File: src/rtl/condicionador_pkg.sv
`timescale 1ns/1ps
`default_nettype none
// ============================================================================
// Module      : condicionador_pkg
// Description : Shared definitions for the button conditioning stage:
//               FSM state codes, default debounce length and a small
//               population-count helper for the 4-bit button vector.
// Revision    : 1.0 - initial release
// ============================================================================
package condicionador_pkg;

    // 1 ms at 50 MHz
    localparam int C_DEBOUNCE_CYCLES_PADRAO = 50000;

    // State codes are exposed on db_estado, so their values are fixed.
    typedef enum logic [3:0] {
        OCIOSO      = 4'd0,
        PRESSIONADO = 4'd1,
        INVALIDO    = 4'd2
    } estado_t;

    // Number of buttons set in a 4-bit vector (0..4).
    function automatic logic [2:0] conta_bits(input logic [3:0] v);
        return {2'b00, v[0]} + {2'b00, v[1]} + {2'b00, v[2]} + {2'b00, v[3]};
    endfunction

endpackage
`default_nettype wire

File: src/rtl/debounce_bit.sv
`timescale 1ns/1ps
`default_nettype none
// ============================================================================
// Module      : debounce_bit
// Description : Two-flop synchronizer followed by a counter-based debouncer
//               for one raw asynchronous input.
// Ports       : clock   - system clock (rising edge)
//               reset   - synchronous, active-high
//               bruto   - raw asynchronous input
//               estavel - debounced level
// Revision    : 1.0 - initial release
// ============================================================================
module debounce_bit
    import condicionador_pkg::*;
#(
    parameter int DEBOUNCE_CYCLES = C_DEBOUNCE_CYCLES_PADRAO,
    parameter int CNT_WIDTH       = $clog2(DEBOUNCE_CYCLES + 1)
) (
    input  logic clock,
    input  logic reset,
    input  logic bruto,
    output logic estavel
);

    localparam logic [CNT_WIDTH-1:0] c_limite = CNT_WIDTH'(DEBOUNCE_CYCLES - 1);
    localparam logic [CNT_WIDTH-1:0] c_um     = CNT_WIDTH'(1);

    logic                 r_sinc1;
    logic                 r_sinc2;
    logic [CNT_WIDTH-1:0] r_cont;
    logic                 r_estavel;

    // The counter holds how many consecutive edges the synchronized value
    // has disagreed with the accepted level; reaching DEBOUNCE_CYCLES
    // disagreements accepts the new level.
    always_ff @(posedge clock) begin
        if (reset) begin
            r_sinc1   <= 1'b0;
            r_sinc2   <= 1'b0;
            r_cont    <= '0;
            r_estavel <= 1'b0;
        end else begin
            r_sinc1 <= bruto;
            r_sinc2 <= r_sinc1;
            if (r_sinc2 != r_estavel) begin
                if (r_cont == c_limite) begin
                    r_estavel <= r_sinc2;
                    r_cont    <= '0;
                end else begin
                    r_cont <= r_cont + c_um;
                end
            end else begin
                r_cont <= '0;
            end
        end
    end

    assign estavel = r_estavel;

endmodule
`default_nettype wire

File: src/rtl/condicionador_botoes.sv
`timescale 1ns/1ps
`default_nettype none
// ============================================================================
// Module      : condicionador_botoes
// Description : Input conditioning for the game top level. Synchronizes and
//               debounces botoes[3:0] and jogar, emits one single-cycle
//               jogada pulse per valid single-button press (with its one-hot
//               code) and a single-cycle pulse on each jogar press.
// Ports       : clock, reset (sync, active-high)
//               botoes[3:0], jogar         - raw asynchronous inputs
//               botoes_estaveis[3:0]       - debounced button levels
//               jogada_pulso, jogada_codigo[3:0]
//               jogar_pulso
//               erro_multiplo              - multi-button press pulse
//               db_estado[3:0]             - FSM state code
// Build option: CONDICIONADOR_ERRO_MULTIPLO_EN enables erro_multiplo;
//               otherwise the port is tied to 0.
// Revision    : 1.0 - initial release
// ============================================================================
module condicionador_botoes
    import condicionador_pkg::*;
#(
    parameter int DEBOUNCE_CYCLES = C_DEBOUNCE_CYCLES_PADRAO,
    parameter int CNT_WIDTH       = $clog2(DEBOUNCE_CYCLES + 1)
) (
    input  logic       clock,
    input  logic       reset,
    input  logic [3:0] botoes,
    input  logic       jogar,
    output logic [3:0] botoes_estaveis,
    output logic       jogada_pulso,
    output logic [3:0] jogada_codigo,
    output logic       jogar_pulso,
    output logic       erro_multiplo,
    output logic [3:0] db_estado
);

    logic [3:0] w_estaveis;
    logic       w_jogar_estavel;
    logic [2:0] w_qtd;

    estado_t    r_estado;
    estado_t    w_prox_estado;
    logic       w_jogada_pulso;
    logic [3:0] w_codigo;

    logic       r_jogada_pulso;
    logic [3:0] r_codigo;
    logic       r_jogar_ant;
    logic       r_jogar_pulso;

    genvar gi;
    generate
        for (gi = 0; gi < 4; gi++) begin : g_botoes
            debounce_bit #(
                .DEBOUNCE_CYCLES (DEBOUNCE_CYCLES),
                .CNT_WIDTH       (CNT_WIDTH)
            ) u_db (
                .clock   (clock),
                .reset   (reset),
                .bruto   (botoes[gi]),
                .estavel (w_estaveis[gi])
            );
        end
    endgenerate

    debounce_bit #(
        .DEBOUNCE_CYCLES (DEBOUNCE_CYCLES),
        .CNT_WIDTH       (CNT_WIDTH)
    ) u_db_jogar (
        .clock   (clock),
        .reset   (reset),
        .bruto   (jogar),
        .estavel (w_jogar_estavel)
    );

    assign w_qtd = conta_bits(w_estaveis);

    // Only a press seen from OCIOSO can produce a pulse, so holding a button
    // (or adding more buttons while held) never repeats it.
    always_comb begin
        w_prox_estado  = r_estado;
        w_jogada_pulso = 1'b0;
        w_codigo       = r_codigo;
        case (r_estado)
            OCIOSO: begin
                if (w_qtd == 3'd1) begin
                    w_jogada_pulso = 1'b1;
                    w_codigo       = w_estaveis;
                    w_prox_estado  = PRESSIONADO;
                end else if (w_qtd != 3'd0) begin
                    w_prox_estado  = INVALIDO;
                end
            end
            PRESSIONADO, INVALIDO: begin
                if (w_estaveis == 4'd0) begin
                    w_prox_estado = OCIOSO;
                end
            end
            default: w_prox_estado = OCIOSO;
        endcase
    end

    always_ff @(posedge clock) begin
        if (reset) begin
            r_estado       <= OCIOSO;
            r_jogada_pulso <= 1'b0;
            r_codigo       <= 4'd0;
            r_jogar_ant    <= 1'b0;
            r_jogar_pulso  <= 1'b0;
        end else begin
            r_estado       <= w_prox_estado;
            r_jogada_pulso <= w_jogada_pulso;
            r_codigo       <= w_codigo;
            r_jogar_ant    <= w_jogar_estavel;
            r_jogar_pulso  <= w_jogar_estavel & ~r_jogar_ant;
        end
    end

`ifdef CONDICIONADOR_ERRO_MULTIPLO_EN
    logic w_erro;
    logic r_erro;

    // Same condition as the OCIOSO -> INVALIDO transition.
    assign w_erro = (r_estado == OCIOSO) && (w_qtd >= 3'd2);

    always_ff @(posedge clock) begin
        if (reset) begin
            r_erro <= 1'b0;
        end else begin
            r_erro <= w_erro;
        end
    end

    assign erro_multiplo = r_erro;
`else
    assign erro_multiplo = 1'b0;
`endif

    assign botoes_estaveis = w_estaveis;
    assign jogada_pulso    = r_jogada_pulso;
    assign jogada_codigo   = r_codigo;
    assign jogar_pulso     = r_jogar_pulso;
    assign db_estado       = r_estado;

endmodule
`default_nettype wire

File: config.mk
export PLATFORM = sky130hd
export DESIGN_NAME = condicionador_botoes
export DESIGN_NICKNAME = d
export VERILOG_FILES = /design/src/rtl/condicionador_pkg.sv /design/src/rtl/debounce_bit.sv /design/src/rtl/condicionador_botoes.sv
export SDC_FILE = /design/constraint.sdc
export NUM_CORES = 1
export LEC_CHECK = 0
export CAP_MARGIN = 40
export CORE_MARGIN = 4
export CORE_UTILIZATION = 55
export DETAILED_ROUTE_END_ITERATION = 8
export DONT_BUFFER_PORTS = 1
export PLACE_DENSITY = 0.8
export SYNTH_ARGS = -nofsm -noshare
export SYNTH_HDL_FRONTEND = slang
export SYNTH_SLANG_ARGS = --single-unit
File: constraint.sdc
create_clock -name clock -period 3.8 [get_ports clock]
set_input_delay 0.38 -clock clock [delete_from_list [all_inputs] [get_ports clock]]
set_output_delay 0.38 -clock clock [all_outputs]
set_load 0.02 [all_outputs]
# After elaboration in Yosys (flattened, before gate mapping)
# Cells that the tools add are included.
classes:
  n_bitwise: 8
  eq_ne: 15
  muxes: 5
  reduce_logical: 17
  add_sub_neg: 8
op_table:
  columns: ["operator", "count"]
  rows:
  - ["adder 16 x 1 -> 16 bit, second input constant", 5]
  - ["== test 16 bit, second input constant", 5]
  - ["OR reduction 3 bit", 5]
  - ["AND reduction 2 bit", 7]
  - ["two-way mux 4 bit", 3]
  - ["logical NOT 4 bit", 2]
  - ["one-hot mux 4 bit (2 select lines)", 1]
  - ["NOT 1 bit", 7]
  - ["inequality test 1 bit", 5]
  - ["== test 4 x 1 -> 1 bit, second input constant", 1]
  - ["== test 4 x 2 -> 1 bit, second input constant", 1]
  - ["OR reduction 2 bit", 2]
  - ["adder 2 x 1 -> 3 bit", 1]
  - ["adder 3 x 1 -> 3 bit", 1]
  - ["== test 3 x 1 -> 1 bit, second input constant", 1]
  - ["inequality test 3 bit, second input constant", 1]
  - ["nonzero test 3 bit", 1]
  - ["adder 1 x 1 -> 2 bit", 1]
  - ["inequality test 2 bit, second input constant", 1]
  - ["bitwise AND 1 bit", 1]
  - ["two-way mux 1 bit", 1]
totals:
  inputBits: 7
  elab_cells: 78
  reg_bits: 106

# Logic depth before layout (Yosys ltp)
# Gate-level depths: netlist of run 1.
depth:
  depth_word: 7
  mapped_depth: 10
  ltp_nobuf: 9

# Hierarchy
# A second synthesis of run 1 with hierarchy kept.
unflattened:
  hier_cells: 483
  hier_area_um2: 4521.8
by_module_without_submodules:
  columns: ["mod", "area_per_inst_um2", "cells_each", "seq_area_each_um2", "n_inst"]
  rows:
  - ["debounce_bit (g_botoes[0].u_db ...)", 802.0, 87, 380.4, 4]
  - ["debounce_bit (g_botoes[2].u_db)", 847.1, 87, 380.4, 1]
  - ["condicionador_botoes", 466.7, 48, 180.2, 1]

# Worst setup path after synthesis of run 1
# No wires, ideal clock.
synth_path:
  path_type: "register to register"
  start: "reg g_botoes[0].u_db.r_estavel"
  end: "reg r_codigo[0], in the netlist jogada_codigo[0]"
  t_required_ns: 3.672
  synth_period_minus_slack_ns: 2.349
  setup_time_ns: 0.128
  path_stages_with_launch: 11
  n_path_buf: 1
  slack_ns: 1.451
  arrival_ns: 2.221
  path_cell_list: "dfxtp_1 inv_1 fa_1 inv_1 ha_1 ha_1 nor2_1 and3_1 clkbuf_1 mux2i_1 nor2_1"
synth_between:
  elab_chain_cells: 5
synth_lines:
  columns: ["element", "line_no", "text"]
  rows:
  - ["start: declaration", "debounce_bit.sv:31", "logic r_estavel;"]
  - ["start signal: assignment", "debounce_bit.sv:47", "r_estavel <= r_sinc2;"]
  - ["adder 1 x 1 -> 2 bit", "condicionador_pkg.sv:24", "return {2'b00, v[0]} + {2'b00, v[1]} + {2'b00, v[2]} + {2'b00, v[3]};"]
  - ["adder 2 x 1 -> 3 bit", "condicionador_pkg.sv:24", null]
  - ["adder 3 x 1 -> 3 bit", "condicionador_pkg.sv:24", null]
  - ["== test 3 x 1 -> 1 bit", "condicionador_botoes.sv:87", "if (w_qtd == 3'd1) begin"]
  - ["AND reduction 2 bit (no line)", null, null]
  - ["end signal: assignment", "condicionador_botoes.sv:114", "r_codigo <= w_codigo;"]
  - ["end: declaration", "condicionador_botoes.sv:48", "logic [3:0] r_codigo;"]
# Several ways; a longest one is shown, not always the timed one.
# A chain may end at the register's enable or synchronous reset.

# Worst setup path in the final report of run 1
layout_path:
  start: "reg g_botoes[0].u_db.r_estavel"
  end: "reg r_codigo[2], in the netlist jogada_codigo[2]"
layout_between:
  elab_chain_cells: 5
layout_lines:
  columns: ["element", "line_no"]
  rows:
  - ["adder 1 x 1 -> 2 bit", "condicionador_pkg.sv:24"]
  - ["adder 2 x 1 -> 3 bit", "condicionador_pkg.sv:24"]
  - ["adder 3 x 1 -> 3 bit", "condicionador_pkg.sv:24"]
  - ["== test 3 x 1 -> 1 bit", "condicionador_botoes.sv:87"]
  - ["AND reduction 2 bit (no line)", null]
# Every way passes these cells.

==> run summary, run 1 <==
The run finished with clean final reports. Fraction of the cycle the final worst path needs: 0.6832. The master of the slowest instance on the critical path is sky130_fd_sc_hd__fa_1. The count of max-cap constraint violations came out at 0. The root cell of the clock tree was sky130_fd_sc_hd__clkbuf_8. For flop-to-flop paths, the worst setup slack is 1.20 ns. The path with the worst hold slack has its endpoint at g_botoes[0].u_db.r_sinc1$_SDFF_PP0_. The hold path depth is 1, and the total length of routed met2 wires is 3314 um. The worst max-slew margin expressed relative to the limit is 0.6512.

Entering global routing, the biggest net connects 30 pins. 0 antenna diodes ended up in the layout. In this run, synthesis produced a sequential element count of 104. The via count of the first global-routing pass is 3,026, and the clock-pin transition on the worst setup and hold timing paths is 0.09 ns. For the number of setup violations in the final report, the log shows 0. The startpoint type of the worst setup path is a register. For this run the aggregate overflow at the end of global routing stands at 0. The number of gates resized after CTS was 0. CTS saw 104 sinks. Detailed routing inserted a total of 3,094 vias. Power spread over the standard cell area amounts to 369.2 mW/mm^2. From left edge to right edge, the die measures 98.42 um.

Clock tree synthesis inserted a total of 9 buffers. The launching instance or port of the critical path is g_botoes[0].u_db.estavel$_SDFFE_PP0P_. For this run, design rule violations remaining after detail routing come to 0. Worst hold-check path type: input port to register.

The library cell used most frequently in the layout, excluding fill and tap cells, is sky130_fd_sc_hd__nor2_1. The post-synthesis instance total came out at 494. Wire length reported by the detailed router: 7223 um. Counting both buffers and inverters, the worst setup path holds a total of 2. The top-area cell type share of the netlist area is 0.4630. The run gives 0.5730 as the initial core utilization. In the final timing run, aggregate negative setup slack is 0 ns. The run gives 13,350 um as the first-pass GRT wire length.

The average vias per placed instance was 5.218; the final critical path time including I/O delays and setup was 2.596 ns. The launching point of the worst reg2reg path was g_botoes[0].u_db.estavel$_SDFFE_PP0P_. The logs give 0.5936 for the utilization after layout and 32 for the number of rows in the core area. The run gives 0.002191 mm^2 as the total area of multi-input combinational cells.

The number of warnings reported in the yosys synthesis log was 0. Dominant synthesized flop cell: sky130_fd_sc_hd__dfxtp_1. The area of the core was 0.007848 mm^2; the share of synthesized area occupied by flip-flops and latches was 0.4630. Timing would allow up to 385.2 MHz. Leaving out fill and tap cells, the most frequent cells in the layout are 106 x sky130_fd_sc_hd__nor2_1, 104 x sky130_fd_sc_hd__dfxtp_1, 69 x sky130_fd_sc_hd__xnor2_1. The number of enable-type register cells in the synthesized netlist came out at 0. Clock insertion delay at the later pin of the skew report: 0.35 ns. Dividing the detail-routed wire length by the instance count gives 12.18 um.

Highest routing layer actually used: met4. The largest total area in the synthesized netlist belongs to sky130_fd_sc_hd__dfxtp_1. The worst setup path is captured at a register.

For this design the static power due to leakage is 1.385 nW. In this run, the number of DRC markers left after iteration 0 of detailed routing was 133. The final setup skew is 0.01086 ns. Max-slew violation total from the final report: 0. The die covers 0.009687 mm^2. After synthesis, the cell types taking the most area are sky130_fd_sc_hd__dfxtp_1 46%, sky130_fd_sc_hd__xnor2_1 13%, sky130_fd_sc_hd__nor2_1 8.8%. Maximum clock path buffer count: 2. STA puts the critical path data required time at 4.05 ns.

At the pin with the least slew margin, the transition time is 0.5232 ns. Buffers placed on the I/O ports in this run total 0. The cell area after synthesis was 0.004497 mm^2; the largest incremental delay on the critical path was 0.55 ns.

The share of async-settable or async-resettable flops after synthesis was 0. The distinct cell type count of the synthesized netlist came out at 44. The number of setup buffers added after CTS is 0. The largest fanout on the critical path is 5. The number of optimization iterations in the first detailed-route pass came out at 4. The number of antenna violations at the first check in global routing was 0; the share of cells above drive strength 1 was 0.04481. In this run the number of H-tree levels came out at 3.

Walking the worst path, the cells encountered are inv_1 > fa_1 > inv_1 > ha_1 > ha_1 > nor2_1 > and3_1 > mux2i_1 > nor2_1. The layout has 689 filler cells. The tools report the count of endpoints failing hold in the final timing report as 0. The congestion estimate from routability-driven global placement came to 0.8437. Data arrives at the worst endpoint at 2.85 ns. The endpoint identified for the worst register-to-register timing path is jogada_codigo[2]$_SDFFE_PP0P_. The routed design uses 299 um of met3 wire. Once detail routing completed, the nets flagged for antenna violations numbered 0. The worst hold path begins at reset. The die is 98.42 um tall. Measured in cells, the most critical reg-to-reg path has a length of 9. On the critical path the largest part of the delay comes from adder cells. The tools report the worst vdd rail ir drop as 280.2 uV.

In this run, post-CTS hold repair placed 0 buffers. The total global-route track usage is 0.1627, and the average cell area after synthesis is 9.103 um^2. In the final design database the tool counted 505 nets. TritonCTS built the clock tree.

The worst setup path category is register to register. In this run the count of I/O pins placed on the die edge is 22. In the final layout, flip-flops and latches occupy 0.002082 mm^2. The HPWL after detailed placement is 5226 um.

The met1 routed wirelength after detailed routing is 3507 um. Setup repair after global routing left no endpoint under its margin. Synthesis-to-finish area growth: 3.589%.
[registers in the layout, indices dropped and copies added, names as in the netlist, 2 cells and up]
signal                 cells
g_botoes.u_db.r_sinc1      4
g_botoes.u_db.r_sinc2      4
g_botoes.u_db.estavel      4
db_estado                  2
g_botoes.u_db.r_cont      64
u_db_jogar.r_cont         16
jogada_codigo              4
[power breakdown]
group          switching [mW]  internal, mW
sequential            0.00341          1.10
clock                   0.336         0.269
combinational          0.0112       0.00582
total                   0.350          1.37
[worst max-delay path by stage]
stage | endpoint | slack, ns | cells after the start
after global placement | jogada_codigo[1]$_SDFFE_PP0P_ | 1.28 | 9
after global routing | jogada_codigo[2]$_SDFFE_PP0P_ | 0.99 | 9
after CTS | jogada_codigo[2]$_SDFFE_PP0P_ | 1.17 | 9
after detailed placement | jogada_codigo[2]$_SDFFE_PP0P_ | 1.18 | 9
after floorplan | jogada_codigo[0]$_SDFFE_PP0P_ | 1.45 | 10
final | jogada_codigo[2]$_SDFFE_PP0P_ | 1.20 | 9
[cells in the mapped netlist, drive strengths merged (6+ instances only)]
master  number
nor4        21
dfxtp      104
nor2b       13
xnor2       69
inv         23
nand3       25
mux2i        9
buf         15
nand4       17
xor2         6
ha           9
nor2       106
nor3        20
nand2       20
[through the flow]
stage	power, mW	worst slack (ns)	hold slack [ns]	area [um^2]	std cells
6_report	1.720	1.204	0.08730	4658	593
5_1_grt	1.794	0.9932	0.05551	4658	593
4_1_cts	1.739	1.175	0.06725	4658	593
3_5_place_dp	1.142	1.182	0.3771	4487	579
3_3_place_gp	1.141	1.277	0.3710	4487	579
2_1_floorplan	1.149	1.451	0.3674	4504	496
[layout make-up]
type	instances	area share
Sequential cell	104	0.4470
Inverter	23	0.01853
Clock buffer	12	0.03331
Clock inverter	2	0.003492
Tap cell	102	0.02740
Multi-Input combinational cell	350	0.4703
[cells by family (layout without fill, tap and decap cells)]
family,after synthesis,count (layout),share of synthesized area
AND/OR/NAND/NOR,248,248,0.2819
flip-flops,104,104,0.4630
XOR/XNOR,75,75,0.1461
buffers and inverters,42,37,0.05147
adder cells (fa/ha/maj),10,10,0.02949
multiplexers,9,9,0.02003
AO/OA/AOI/OAI,5,5,0.007236
other,1,3,0.0008339
[per-layer routing]
metal	vias to the layer above	global-route usage
li1	1623	-
met1	1419	0.2114
met2	42	0.2621
met3	10	0.04317
met4	0	0.05777
met5	-	0
[worst reg2reg max path: stages (launching register included)]
cell,delay [ns]
sky130_fd_sc_hd__dfxtp_1,0.53
sky130_fd_sc_hd__inv_1,0.14
sky130_fd_sc_hd__fa_1,0.55
sky130_fd_sc_hd__inv_1,0.04
sky130_fd_sc_hd__ha_1,0.19
sky130_fd_sc_hd__ha_1,0.27
sky130_fd_sc_hd__nor2_1,0.15
sky130_fd_sc_hd__and3_1,0.34
sky130_fd_sc_hd__mux2i_1,0.23
sky130_fd_sc_hd__nor2_1,0.05
No activity file was read; power rests on OpenSTA's default activity.
==> run 2: changes to the inputs <==
PLACE_DENSITY = 0.83   (was 0.8)
clock period = 2.2 ns   (was 3.8 ns; I/O delays follow)
==> run summary, run 2 (same netlist as run 1, synthesis figures left out) <==
The flow ran to the end, and the final reports show no timing, DRC or antenna violations. The wire length per cell came out at 12.80 um (+5.1%). The post-detailed-placement half-perimeter wirelength is 5326 um (+1.9%), and the pin count of the biggest net entering global routing is 30 (unchanged). The largest incremental delay on the critical path was 0.52 ns (-0.03 ns). The via count came out at 3,301 (+6.7%). The net switching power of the design is 0.6914 mW (+97%), and the clock-pin transition on the worst setup and hold timing paths is 0.10 ns (about the same).

The synthesis-to-finish area growth works out to 9.488%. The kind of cell adding the most delay to the critical path was adder cells. The post-route DRC violation count was 0 (unchanged); the worst vdd rail ir drop was 621.8 uV (+120%). The weighted congestion at the end of routability-driven global placement came out at 0.8726 (+3.4%). The power per standard cell area was 622.0 mW/mm^2 (+68%); the number of top-level pins was 22 (unchanged). The number of I/O port buffers is 0 (unchanged), and the global routing usage on met3 is 0.05308 (+0.009908).

The run gives 3,237 (+7.0%) as the via count of the first global-routing pass. The run gives 0 ns (unchanged) as the final total negative setup slack. The share of cells above drive strength 1 came out at 0.08301 (+0.03821).

The setup fix buffers added after clock tree synthesis is 0 (unchanged), and the area of the core is 0.007848 mm^2 (unchanged). Worst reg-to-reg setup slack: 0.07 ns (-1.13 ns). Master of the slowest instance on the critical path: sky130_fd_sc_hd__fa_1. The number of flip-flops in the largest register is 64 (unchanged).

Largest fanout on the critical path: 5 (unchanged). The clock insertion delay at the later pin of the skew report was 0.36 ns (about the same); the worst endpoint required time was 2.44 ns (-1.61 ns). The number of nets with antenna violations after detailed routing is 0 (unchanged). Traced cell by cell, the critical path runs through inv_2 > fa_1 > inv_1 > ha_2 > ha_4 > nor2_2 > and3_4 > mux2i_1 > nor2_1.

The worst setup slack after placement was -0.1079 ns (-1.290 ns). The worst-margin pin slew is 0.4918 ns (-0.03137 ns). The met2 track demand over resource is 0.2803 (+0.01820). The most heavily used metal layer in global routing is met2.

The tools report the deepest level of the CTS H-tree as 3 (unchanged). Antenna diode instance count: 0 (unchanged). The worst hold-check path type is input port to register. The total global-route track usage came out at 0.1744 (+0.01170). The run gives 0.6693 (+0.01811) as the worst max-slew margin expressed relative to the limit. The number of optimization iterations in the first detailed-route pass is 4 (unchanged), and the vertical die dimension is 98.42 um (unchanged). The critical path data arrival time is 2.37 ns (-0.48 ns), and the combinational share of power is 0.016 (+0.006). The initial core utilization was 0.5730 (unchanged). The count of buffer and inverter cells on the critical path was 2 (unchanged). The share of total power in the clock network is 0.364 (+0.013). Die area: 0.009687 mm^2 (unchanged). The number of antenna violations at the first check in global routing was 0 (unchanged); the wire length reported by the detailed router was 7938 um (+9.9%). The critical path is of the register to register type.

The proportion of total power due to net switching is 0.2258 (+0.02213). The maximum operating frequency was 470.2 MHz (+22%). The logs give 32 (unchanged) for the number of rows in the core area and 0.07302 ns (-1.131 ns) for the smallest setup slack after layout. TritonCTS built the clock tree. For the sum of overflow across all layers after global routing, the log shows 0 (unchanged). The leakage power of the design was 1.517 nW (+9.5%); the first-pass GRT wire length was 14,120 um (+5.8%).

The root cell of the clock tree is sky130_fd_sc_hd__clkbuf_8. The die span in x works out to 98.42 um (unchanged). The tools report the startpoint type of the worst setup path as a register. The tools report the number of setup violations in the final report as 0 (unchanged). For the count of endpoints failing hold in the final timing report, the log shows 0 (unchanged). The count of max-cap constraint violations came out at 0 (unchanged).

The average vias per placed instance came out at 5.324 (+2.0%). In the layout the commonest cells are 105 x sky130_fd_sc_hd__nor2_1, 102 x sky130_fd_sc_hd__dfxtp_1, 69 x sky130_fd_sc_hd__xnor2_1. For the number of design-rule violations left by the first detailed-router iteration, the log shows 81 (-39%).

The run gives 2 (unchanged) as the maximum clock path buffer count. The net count of the finished layout was 530 (+5.0%). The tools report the clock buffer count from CTS as 9 (unchanged). The library cell used most frequently in the layout, excluding fill and tap cells, is sky130_fd_sc_hd__nor2_1.

The final critical path time including I/O delays and setup came out at 2.127 ns (-0.4692 ns). The fraction of the cycle the final worst path needs is 0.9668 (+0.2836), and the max-slew violation total from the final report is 0 (unchanged). For the total clock sinks, the log shows 104 (unchanged). The worst setup path is captured at a register. The sequential share of power was 0.620 (-0.019); the final instance area was 0.004923 mm^2 (+5.7%).

Final setup skew: 0.01162 ns (+0.0007514 ns). g_botoes.u_db.r_cont holds more flip-flops than any other register. The largest registers in the layout are g_botoes.u_db.r_cont: 64 flops, u_db_jogar.r_cont: 16 flops. The met1 track demand over resource is 0.2084 (-0.002960). Internal power component: 2.371 mW (+73%). The run gives 0.004572 mm^2 (+1.9%) as the post-place instance area.
run 2: metal layers:
metal	vias to the layer above	wire, um
met5	-	0
met4	0	254
met3	25	414
met2	56	3781
met1	1540	3487
li1	1680	-
run 2: power groups by stage:
stage                     combinational [mW]  sequential (mW)  clock [mW]
after CTS                             0.0438             1.90        1.14
after global placement                0.0312             1.94           0
after global routing                  0.0543             1.90        1.23
after detailed placement              0.0321             1.94           0
final                                 0.0488             1.90        1.12
after floorplan                       0.0430             1.94           0
run 2: layout make-up:
class | instances | area [um^2]
fill | 642 | 2924
multi-input combinational | 350 | 2213
sequential | 104 | 2085
timing repair buffer | 25 | 222.7
clock buffer | 10 | 137.6
tap | 102 | 127.6
inverter | 23 | 86.33
clock inverter | 6 | 51.30
run 2: path summary, 6_finish.rpt:
| check | end | startpoint | cells after the start |
|---|---|---|---|
| max | jogada_codigo[3]$_SDFFE_PP0P_ | g_botoes[0].u_db.estavel$_SDFFE_PP0P_ | 9 |
| min | u_db_jogar.r_cont[2]$_SDFF_PP0_ | reset | 2 |
| max reg2reg | jogada_codigo[3]$_SDFFE_PP0P_ | g_botoes[0].u_db.estavel$_SDFFE_PP0P_ | 9 |
| min reg2reg | jogar_pulso$_SDFF_PP0_ | r_jogar_ant$_SDFF_PP0_ | 1 |
run 2: repair_timing:
action                                 CTS  global route
pin swaps                                2             2
hold buffers                            13             1
resized for setup                        3             3
setup endpoints to repair                4             4
endpoints found under the hold margin   24            11
run 2: stage by stage:
stage,util,std cells,hold slack (ns),total power [mW]
global placement,0.5826,590,0.2917,1.973
finish,0.6274,620,0.02641,3.063
CTS,0.6239,619,-0.1038,3.087
global route,0.6274,620,0.02394,3.182
floorplan,-,496,0.3482,1.984
detailed placement,0.5826,590,0.2919,1.975
